<file path="src/rtl/seq_divider.sv">
// Iterative unsigned restoring divider, one quotient bit per clock.
// Optional feature macro: DIVIDER_DBZ_EN (divide-by-zero shortcut and dbz flag).
module seq_divider #(
  parameter int DW = 16,
  parameter int VW = 8
) (
  input  logic          clk,
  input  logic          rst_n,
  input  logic          start,
  output logic          ready,
  input  logic [DW-1:0] dividend,
  input  logic [VW-1:0] divisor,
  output logic          valid,
  output logic [DW-1:0] quotient,
  output logic [VW-1:0] remainder,
  output logic          dbz
);

  localparam int CW = $clog2(DW + 1);

  typedef enum logic [1:0] {
    IDLE,
    RUN,
    DONE
  } state_t;

  state_t        state;
  logic [CW-1:0] cnt;
  logic [DW-1:0] quo;
  logic [VW-1:0] prem;
  logic [VW-1:0] dvs;
  logic [VW:0]   sh;
  logic [VW+1:0] diff;
  logic [VW-1:0] p_nx;
  logic [DW-1:0] q_nx;
  logic          last;
`ifdef DIVIDER_DBZ_EN
  logic          zdiv;
`endif

  // prem stays below the divisor, so VW bits hold it between steps
  always_comb begin
    sh   = {prem, quo[DW-1]};
    diff = {1'b0, sh} - {2'b00, dvs};
    if (diff[VW+1]) begin
      p_nx = sh[VW-1:0];
      q_nx = {quo[DW-2:0], 1'b0};
    end else begin
      p_nx = diff[VW-1:0];
      q_nx = {quo[DW-2:0], 1'b1};
    end
  end

  assign last = (cnt == CW'(1));

  always_ff @(posedge clk or negedge rst_n) begin
    if (!rst_n) begin
      state     <= IDLE;
      cnt       <= '0;
      quo       <= '0;
      prem      <= '0;
      dvs       <= '0;
      ready     <= 1'b1;
      valid     <= 1'b0;
      quotient  <= '0;
      remainder <= '0;
`ifdef DIVIDER_DBZ_EN
      dbz       <= 1'b0;
      zdiv      <= 1'b0;
`endif
    end else begin
      valid <= 1'b0;
      unique case (state)
        IDLE, DONE: begin
          if (start) begin
            state <= RUN;
            ready <= 1'b0;
            quo   <= dividend;
            prem  <= '0;
            dvs   <= divisor;
            cnt   <= CW'(DW);
`ifdef DIVIDER_DBZ_EN
            zdiv  <= (divisor == '0);
            if (divisor == '0)
              cnt <= CW'(1);
`endif
          end else begin
            state <= IDLE;
          end
        end
        RUN: begin
          cnt  <= cnt - CW'(1);
          quo  <= q_nx;
          prem <= p_nx;
          if (last) begin
            state     <= DONE;
            ready     <= 1'b1;
            valid     <= 1'b1;
            quotient  <= q_nx;
            remainder <= p_nx;
`ifdef DIVIDER_DBZ_EN
            dbz <= zdiv;
            // zero divisor: quo still holds the untouched dividend
            if (zdiv) begin
              quotient  <= '1;
              remainder <= quo[VW-1:0];
            end
`endif
          end
        end
        default: state <= IDLE;
      endcase
    end
  end

`ifndef DIVIDER_DBZ_EN
  assign dbz = 1'b0;
`endif

endmodule

</file>
<file path="config.mk">
export PLATFORM = sky130hd
export DESIGN_NAME = seq_divider
export DESIGN_NICKNAME = d
export VERILOG_FILES = /design/src/rtl/seq_divider.sv
export SDC_FILE = /design/constraint.sdc
export NUM_CORES = 1
export LEC_CHECK = 0
export ABC_CLOCK_PERIOD_IN_PS = 1750
export BUFFER_PORTS_ARGS = -buffer_cell sky130_fd_sc_hd__buf_4
export CAP_MARGIN = 20
export CORE_UTILIZATION = 50
export CTS_CLUSTER_DIAMETER = 50
export DETAILED_ROUTE_END_ITERATION = 6
export GPL_TIMING_DRIVEN = 0
export HOLD_SLACK_MARGIN = 0.05
export PLACE_DENSITY = 0.73
export RECOVER_POWER = 25
export SETUP_SLACK_MARGIN = 0.3
export SYNTH_ARGS = -nofsm -noshare
export SYNTH_HDL_FRONTEND = slang
export SYNTH_SLANG_ARGS = --single-unit
</file>
<file path="constraint.sdc">
create_clock -name clk -period 1.75 [get_ports clk]
set_input_delay 0.175 -clock clk [delete_from_list [all_inputs] [get_ports clk]]
set_output_delay 0.175 -clock clk [all_outputs]
set_load 0.005 [all_outputs]
</file>
==> metrics, run 1 <==
sequential power share 0.270; EDFF count, synth 0; Synth Instances 318; worst-case clock buffer depth 2; Final Instance Count excl. Fillers 507; post-layout worst setup margin -336 ps; synthesized net count 356; I/O pins 54; # DRC 0; Placed Cells 442; clock-pin slew on the worst setup and hold paths 80 ps; grt ovf 0; Routed wire per std cell 17.4 um; status complete, but fails checks; clk_lat worst skew 360 ps; worst vdd ir 1.28 mV; CTS tree yes; Sink Count 65; Root Buffer clkbuf_8; Crit path required time 1990 ps; failing checks negative setup slack; antenna-violating nets left 0; YS warnings 0; leakage power 0.00215 uW; Hold Crit Class in -> reg; crit path launch prem[0]; count of cell types in the netlist 45; Antenna diodes 0; initial antenna violation count 0; largest cells by area after synthesis dfrtp_1, nand2_1, ha_1; RSZ-0062 raised after global routing true; top-area cell type share of the netlist area 0.528; CP Capture Point remainder[0]; period utilization 1.19; mapped cell area 3030 sq um; Die Y 79.9 um; worst-path fanout max 4; Initial Util 0.534; overall die width 79.9 um; Placer Congestion 0.849; Final Slew Violations 0; r2r setup slk -340 ps; Synth area leader dfrtp_1; TritonCTS buffer count 9; dominant synthesized flop cell dfrtp_1; largest net degree at the start of global routing 66; Total Die Area 6380 sq um; DPL Wire Length 4940 um; vias in the first global route 2657; Final Util 0.817; register area share after synthesis 0.537; Power Density 2320 nW/um^2; clock skew 8.03 ps; final setup fails 17; Core Region 5680 sq um; NumNets Final 468; Final min period 2090 ps; Net Switching 4430 uW; Via density 5.53; GRT Total Usage 0.279; post-place setup slack -366 ps; critical path launch point type flop; area delta synth->final 53.0%; max_slew headroom 0.415; Final Hold Vio Count 0; Min-Delay Path Depth 2; startpoint of the worst register-to-register path prem[0]; Worst Reg-to-Reg Cells 7; Arrival @ worst endpoint 2330 ps; critical path type reg -> reg; FMAX 0.479 GHz; Worst-Margin Slew 878 ps; routed vias 2803; Clock power frac 0.148; row cnt 27; nature of the critical path endpoint flop; Comb pwr share 0.582; first-pass GRT wire length 13000 um; Internal 6310 uW; H-tree depth 3; fraction of registers with async set/reset 1.00; Detailed Route Iter0 Violations 251; worst reg2reg endpoint remainder[0]; final WL 8800 um; fraction of layout cells with a size suffix above 1 0.423; FF+latch count, synth 65; average size of a mapped cell 9.53 sq um; maxcap violations 0; PortBufs 52; switching share of power 0.412; DR pass1 iterations 4
## flip-flops by register name (all words and copies together), names as in the netlist
signal / flops
cnt: 5
dvs: 8
prem: 8
quo: 16
quotient: 16
ready: 1
remainder: 8
state: 2
valid: 1
## metrics by stage
stage | hold WS (ps) | instance area (sq um) | power, uW | TNS, ps
final | 49.9 | 4640 | 10700 | -3940
after floorplan | -121 | 3110 | 5720 | -298
after detailed placement | 316 | 3590 | 7120 | -2950
after global routing | 54.7 | 4640 | 11400 | -5190
after global placement | 315 | 3590 | 6920 | -2410
after CTS | 50.7 | 4390 | 9860 | -2480
## synthesized netlist by cell type, drive strengths merged, types with 2 or more instances
master   number
nor3          2
o31ai         2
mux2i         6
a32oi         2
nor2          7
clkbuf       11
o221ai        2
nand3         5
a211oi        2
a21oi         3
ha           10
nor2b         2
o211ai        2
xor2          3
nor3b         2
inv          16
a22oi        15
nand2       106
nand2b        5
xnor2         2
o21ai        26
buf           6
dfrtp        64
a2111oi       2
## routing by layer
metal	track usage	wire (um)
met5	0	0
met2	0.443	4490
met1	0.369	3680
met4	0.113	183
met3	0.0640	448
## power groups by stage
stage / clock (uW) / combinational, uW / sequential, uW
3_3_place_gp: 0 / 4120 / 2790
6_report: 1580 / 6250 / 2900
5_1_grt: 1650 / 6750 / 2980
4_1_cts: 1580 / 5450 / 2830
2_1_floorplan: 0 / 2980 / 2740
3_5_place_dp: 0 / 4280 / 2830
## critical path, stage by stage, from the launching register on
cell	delay (ps)
dfrtp_1	440
ha_1	340
nand2b_1	150
a2111oi_4	420
nor2_4	70
buf_6	140
mux2i_1	140
mux2_4	270
## logic make-up (layout without fill, tap and decap cells)
kind of cell | count (synthesis) | count (layout) | share of synthesized area
and+or+nand+nor | 134 | 134 | 0.189
DFF | 65 | 65 | 0.537
AOI/OAI and AO/OA | 62 | 62 | 0.140
buffers and inverters | 33 | 150 | 0.0471
adders and majority gates | 11 | 11 | 0.0479
muxes | 7 | 7 | 0.0235
xor gates and xnor gates | 5 | 5 | 0.0145
other | 1 | 1 | 0.00124
## what timing repair did
action | in CTS | in global routing
setup endpoints to repair | 54 | 62
pin swaps | 8 | 5
resized for setup | 49 | 66
cloned | 1 | 0
hold buffers | 20 | 0
hold endpoints to repair | 83 | 0
buffers inserted | 23 | 5
## worst min path at each step
stage                       from  endpoint
finish              dividend[15]   quo[15]
global placement           rst_n    dvs[2]
detailed placement         rst_n    dvs[2]
CTS                 dividend[15]   quo[15]
global route        dividend[15]   quo[15]
floorplan                  rst_n    cnt[0]
## cell usage in the layout, fill, tap and decap left out, types with 3 or more instances in the layout
cell           Yosys  routed
o21ai_0           20      14
nor2_2             0       3
a22oi_1           15      13
ha_4               0       7
nand2_1          106      84
dfrtp_1           64      61
clkbuf_1          11       3
clkbuf_2           0       4
nand2b_1           5       5
nand3_1            5       4
inv_1             15      11
nand2_2            0      21
buf_6              1      15
clkbuf_8           0       9
dlygate4sd3_1      0      20
buf_4              2      47
clkbuf_4           0      28
dfrtp_2            0       3
inv_2              1       4
o21ai_1            6      10
bufinv_16          0       3
## final cells by class
class                   count  area, sq um
multi-input cells         220         1630
fillers                   323         1040
clock buffers              10          128
repair buffers            101          853
clock inverters             6          115
plain buffers              17          126
inverters                  16         62.6
well taps                  72         90.1
flip-flops and latches     65         1630
(Power assumes the default switching activity.)
==> run 2, diff against run 1 <==
--- a/config.mk
+++ b/config.mk
@@ -10,12 +10,12 @@
 export CAP_MARGIN = 20
 export CORE_UTILIZATION = 50
 export CTS_CLUSTER_DIAMETER = 50
+export CTS_CLUSTER_SIZE = 30
 export DETAILED_ROUTE_END_ITERATION = 6
-export GPL_TIMING_DRIVEN = 0
 export HOLD_SLACK_MARGIN = 0.05
 export PLACE_DENSITY = 0.73
 export RECOVER_POWER = 25
-export SETUP_SLACK_MARGIN = 0.3
+export SETUP_SLACK_MARGIN = 0.02
 export SYNTH_ARGS = -nofsm -noshare
 export SYNTH_HDL_FRONTEND = slang
 export SYNTH_SLANG_ARGS = --single-unit
==> run 2 against run 1 <==
Against the previous run:
- the run still ends with negative setup slack left
- flip-flop and latch count unchanged
- wire length increased by 3.2%
- clock power about the same
- power increased by 1.4%
- critical path depth increased by 2
- first-iteration DRC count decreased by 32%
- sequential share of layout area increased by 0.61 points
==> metrics, run 2 (synthesis results as in run 1) <==
nature of the critical path endpoint flop (unchanged); Final Instance Area 4550 sq um (was 4640 sq um); DR pass1 iterations 5 (was 4); # DRC 0 (unchanged); Hold Crit Class in -> reg (unchanged); failing checks negative setup slack (unchanged); initial antenna violation count 0 (unchanged); grt ovf 0 (unchanged); status complete, but fails checks (unchanged); leakage power 0.00216 uW (was 0.00215 uW); commonest non-fill, non-tap cell in the layout nand2_1 (unchanged); final setup fails 17 (unchanged); Final min period 2030 ps (was 2090 ps); clock skew 13.7 ps (was 8.03 ps); GRT Total Usage 0.287 (was 0.279); Root Buffer clkbuf_8 (unchanged); post-layout worst setup margin -275 ps (was -336 ps); Max Used Layer met4 (unchanged); Placer Congestion 0.863 (was 0.849); antenna-violating nets left 0 (unchanged); Routed wire per std cell 17.9 um (was 17.4 um); worst vdd ir 1.47 mV (was 1.28 mV); routed vias 2830 (was 2803); Final Slew Violations 0 (unchanged); FILL cells 328 (was 323); Storage cell area 1630 sq um (about the same); row cnt 27 (unchanged); final WL 9090 um (was 8800 um); Die Y 79.9 um (unchanged); area of the multi-input gates 1550 sq um (was 1630 sq um); most frequent cells in the layout nand2_1, buf_4, dfrtp_1 (was nand2_1, dfrtp_1, buf_4); H-tree depth 3 (unchanged); Final Hold Vio Count 0 (unchanged); placed inst area 3850 sq um (was 3590 sq um); routed length on met2 4660 um (was 4490 um); Core Region 5680 sq um (unchanged); clock-pin slew on the worst setup and hold paths 80 ps (about the same); worst-case clock buffer depth 2 (unchanged); Routed met3 length 458 um (was 448 um); vias in the first global route 2894 (was 2657); Arrival @ worst endpoint 2250 ps (was 2330 ps); biggest regs quo: 16 flops, quotient: 16 flops (unchanged); critical path launch point type flop (unchanged); FMAX 0.494 GHz (was 0.479 GHz); Total Die Area 6380 sq um (unchanged); max_slew headroom 0.419 (was 0.415); area delta synth->final 50.2% (was 53.0%); CTS tree yes (unchanged); I/O pins 54 (unchanged); period utilization 1.16 (was 1.19); first-pass GRT wire length 13600 um (was 13000 um); PnR Total Power 10900 uW (was 10700 uW); Via density 5.56 (was 5.53); worst-path fanout max 3 (was 4); maxcap violations 0 (unchanged); critical path type reg -> reg (unchanged); largest net degree at the start of global routing 34 (was 66); DPL Wire Length 5270 um (was 4940 um); NumNets Final 470 (was 468); Detailed Route Iter0 Violations 170 (was 251); met1 wire length 3750 um (was 3680 um); Crit path required time 1970 ps (was 1990 ps); Antenna diodes 0 (unchanged); fraction of layout cells with a size suffix above 1 0.371 (was 0.423); TritonCTS buffer count 9 (unchanged); Sink Count 65 (unchanged); PortBufs 52 (unchanged); overall die width 79.9 um (unchanged); Initial Util 0.534 (unchanged); RSZ-0062 raised after global routing true (unchanged); clk_lat worst skew 350 ps (was 360 ps); Power Density 2390 nW/um^2 (was 2320 nW/um^2); Worst-Margin Slew 871 ps (was 878 ps)
run 2: changes by cell type in the layout (fill, tap and decap cells not counted), sizes merged:
cell | before | now
buf | 64 | 101
clkinvlp | 1 | 0
inv | 17 | 16
dlygate4sd3 | 20 | 17
clkinv | 1 | 3
clkbuf | 44 | 12
run 2: layout make-up:
type | instances | area share
sequential | 65 | 0.358
clock inverter | 6 | 0.0256
inverter | 16 | 0.0132
tap | 72 | 0.0198
multi-input combinational | 220 | 0.341
timing repair buffer | 120 | 0.214
clock buffer | 10 | 0.0280
run 2: critical path, cell delays in order, from the launching register on:
cell and delay [ps]:
dfrtp_1 380, inv_2 90, ha_4 150, inv_2 50
fa_2 360, a211oi_4 260, or4b_1 170, o2111ai_2 110
mux2i_1 220, o21ai_1 110
run 2: per-layer routing:
metal | up-vias | GRT usage
met5 | - | 0
met1 | 1383 | 0.353
li1 | 1298 | -
met3 | 24 | 0.0594
met2 | 125 | 0.476
met4 | 0 | 0.145
run 2: path summary, 6_finish.rpt:
path	slack [ps]	cells after the start	startpoint	to
setup / recovery	-280	9	quo[15]	remainder[6]
hold / removal	50	3	dividend[13]	quo[13]
setup reg to reg	-280	9	quo[15]	remainder[6]
hold reg to reg	460	2	ready	ready
max in group asynchronous	540	3	rst_n	valid
min in group asynchronous	470	2	rst_n	dvs[2]
run 2: repair_timing:
| item | 4_1_cts | 5_1_grt |
|---|---|---|
| pin swaps | 8 | 10 |
| endpoints found under the setup margin | 18 | 33 |
| setup buffers | 3 | 4 |
| resized for setup | 27 | 28 |
| hold buffers | 16 | 1 |
| endpoints found under the hold margin | 43 | 1 |
run 2: through the flow:
step                      instances  hold slack [ps]  setup WS (ps)  TNS (ps)  utilization
after floorplan                 318             -121          -39.4      -295            -
after global placement          471              148           -206     -1940        0.679
after detailed placement        471              161           -244     -2900        0.679
after CTS                       505             50.8           -188     -2000        0.771
after global routing            509             50.5           -325     -4120        0.802
final                           509             45.9           -275     -2760        0.802
run 2: power breakdown:
| part | internal, uW | total, uW | switching (uW) |
|---|---|---|---|
| registers | 2290 | 2840 | 551 |
| clock network | 954 | 1570 | 620 |
| logic | 3180 | 6480 | 3300 |
==> run 3, diff against run 2 <==
==> config.mk (replaced) <==
export PLATFORM = sky130hd
export DESIGN_NAME = seq_divider
export DESIGN_NICKNAME = d
export VERILOG_FILES = /design/src/rtl/seq_divider.sv
export SDC_FILE = /design/constraint.sdc
export NUM_CORES = 1
export LEC_CHECK = 0
export ABC_CLOCK_PERIOD_IN_PS = 2490
export BUFFER_PORTS_ARGS = -buffer_cell sky130_fd_sc_hd__buf_4
export CAP_MARGIN = 20
export CORE_MARGIN = 2
export CORE_UTILIZATION = 60
export CTS_CLUSTER_DIAMETER = 50
export CTS_CLUSTER_SIZE = 30
export DETAILED_ROUTE_END_ITERATION = 6
export HOLD_SLACK_MARGIN = 0.05
export PLACE_DENSITY = 0.83
export RECOVER_POWER = 100
export SETUP_SLACK_MARGIN = 0.02
export SYNTH_ARGS = -nofsm -noshare
export SYNTH_HDL_FRONTEND = slang
export SYNTH_SLANG_ARGS = --single-unit
==> constraint.sdc (replaced) <==
create_clock -name clk -period 2.49 [get_ports clk]
set_input_delay 0.249 -clock clk [delete_from_list [all_inputs] [get_ports clk]]
set_output_delay 0.249 -clock clk [all_outputs]
set_load 0.005 [all_outputs]
==> run 3 against run 2 <==
Against the previous run:
- the flow finishes with violations (max-capacitance violations, max-slew violations)
- clock power fell by 45%
- maximum frequency is 11% lower
- wire length fell by 26%
- cell count fell by 13%
- non-clock buffer count shrank 62
- worst setup slack gained 500 ps
- combinational power down 59%
- global-route usage fell by 2.2 points
- flip-flop and latch count unchanged
- via count shrank 16%
- cell area fell by 20%
- critical endpoint is now remainder[0]
==> metrics, run 3 (synthesis results as in run 1) <==
Final Instance Area 3640 sq um (was 4550 sq um); Comb pwr share 0.485 (was 0.595); worst reg2reg endpoint remainder[0] (was remainder[6]); row cnt 25 (was 27); DPL Wire Length 4370 um (was 5270 um); H-tree depth 3 (unchanged); Internal 3220 uW (was 6420 uW); startpoint of the worst register-to-register path prem[3] (was quo[15]); leakage power 0.00178 uW (was 0.00216 uW); grt ovf 0 (unchanged); first-pass GRT wire length 11000 um (was 13600 um); Routed wire per std cell 15.2 um (was 17.9 um); PortBufs 52 (unchanged); Final min period 2270 ps (was 2030 ps); max_slew headroom -0.0305 (was 0.419); CTS tree yes (unchanged); biggest regs quo: 16 flops, quotient: 16 flops (unchanged); Die Y 75.1 um (was 79.9 um); grt met3 use 0.0509 (was 0.0594); Final Slew Violations 66 (was 0); Initial Util 0.633 (was 0.534); commonest non-fill, non-tap cell in the layout nand2_1 (unchanged); grt met2 use 0.429 (was 0.476); TritonCTS buffer count 9 (unchanged); Net Switching 2270 uW (was 4470 uW); switching share of power 0.413 (was 0.411); GRT Total Usage 0.265 (was 0.287); Worst Reg-to-Reg Cells 6 (was 9); CTS-repair resized insts 0 (was 27); FMAX 0.441 GHz (was 0.494 GHz); RSZ-0062 raised after global routing false (was true); Hold Crit Class in -> reg (unchanged); critical path launch point type flop (unchanged); Arrival @ worst endpoint 2500 ps (was 2250 ps); failing checks max-capacitance violations, max-slew violations (was negative setup slack); status complete, but fails checks (unchanged); placed inst area 3460 sq um (was 3850 sq um); antenna-violating nets left 0 (unchanged); crit path launch prem[3] (was quo[15]); Crit path required time 2720 ps (was 1970 ps); Placed Cells 425 (was 471); post-CTS setup buffers 0 (was 3); nature of the critical path endpoint flop (unchanged); Final TNS setup 0 ps (was -2760 ps); overall die width 75.1 um (was 79.9 um); Via density 5.40 (was 5.56); worst-case clock buffer depth 2 (unchanged); fraction of layout cells with a size suffix above 1 0.203 (was 0.371); Sink Count 65 (unchanged); worst vdd ir 0.889 mV (was 1.47 mV); Total Die Area 5640 sq um (was 6380 sq um); Power Density 1510 nW/um^2 (was 2390 nW/um^2); clock skew 10.5 ps (was 13.7 ps); CP Capture Point remainder[0] (was remainder[6]); period utilization 0.911 (was 1.16); worst-path fanout max 13 (was 3); final WL 6730 um (was 9090 um); I/O pins 54 (unchanged); clock-pin slew on the worst setup and hold paths 70 ps (was 80 ps); met1 Use GR 0.351 (was 0.353); critical path type reg -> reg (unchanged); Root Buffer clkbuf_8 (unchanged); maxcap violations 1 (was 0); Antenna diodes 0 (unchanged); Most Crowded Layer GR met2 (unchanged); most frequent cells in the layout nand2_1, dfrtp_1, o21ai_0, buf_4, clkbuf_4 (was nand2_1, buf_4, dfrtp_1); clk_lat worst skew 340 ps (was 350 ps); Clock power frac 0.158 (was 0.145); vias in the first global route 2367 (was 2894); initial antenna violation count 0 (unchanged); NumNets Final 408 (was 470); r2r setup slk 220 ps (was -280 ps); Core Region 4790 sq um (was 5680 sq um); final setup fails 0 (was 17); Final Instance Count excl. Fillers 442 (was 509); sequential power share 0.357 (was 0.261); Placer Congestion 0.910 (was 0.863); DR pass1 iterations 4 (was 5); largest net degree at the start of global routing 66 (was 34); Worst-Margin Slew 1550 ps (was 871 ps); area delta synth->final 20.0% (was 50.2%); Final Hold Vio Count 0 (unchanged); # DRC 0 (unchanged); routed vias 2389 (was 2830); Detailed Route Iter0 Violations 261 (was 170)
==> run 3: worst max-delay path, stage by stage (launching register included) <==
cell and delay, ps:
dfrtp_1 400, ha_1 380, a21oi_1 300, o221ai_1 240, nor2_4 410, mux2i_1 160, mux2_2 280
==> run 3: what timing repair did <==
action                     4_1_cts  5_1_grt
setup endpoints to repair        0        0
hold buffers                     1        0
hold endpoints to repair        64        0
==> run 3: worst min-delay path by stage <==
| stage | start | to | cells past startpoint |
|---|---|---|---|
| floorplan | rst_n | cnt[0] | 0 |
| global placement | rst_n | cnt[0] | 1 |
| detailed placement | rst_n | cnt[1] | 1 |
| CTS | divisor[0] | dvs[0] | 3 |
| global route | divisor[0] | dvs[0] | 3 |
| finish | divisor[0] | dvs[0] | 3 |
==> run 3: layout make-up <==
| cell class | instances | area, sq um |
|---|---|---|
| clock inverters | 5 | 56.3 |
| well taps | 67 | 83.8 |
| fillers | 340 | 1150 |
| repair buffers | 58 | 418 |
| clock buffers | 11 | 131 |
| inverters | 16 | 60.1 |
| multi-input cells | 220 | 1260 |
| flip-flops and latches | 65 | 1630 |
==> run 3: per-stage QoR <==
step | setup WS, ps | hold slack [ps] | util | total power [uW]
floorplan | 556 | -46.6 | - | 3820
global placement | 373 | 388 | 0.723 | 4530
detailed placement | 261 | 386 | 0.723 | 4660
CTS | 262 | 104 | 0.765 | 5560
global route | 49.4 | 112 | 0.760 | 5940
finish | 222 | 110 | 0.760 | 5480
==> run 3: per-layer routing <==
layer	part of all wire	up-vias	wire length [um]
met1	0.45	1148	3030
met3	0.045	9	303
li1	-	1180	-
met5	0	-	0
met2	0.49	52	3310
met4	0.013	0	85
==> run 3: power groups by stage <==
stage          logic, uW  clock network, uW  registers [uW]
6_report            2660                869            1960
5_1_grt             3000                919            2020
4_1_cts             2730                872            1960
3_5_place_dp        2700                  0            1960
3_3_place_gp        2590                  0            1940
2_1_floorplan       1910                  0            1910
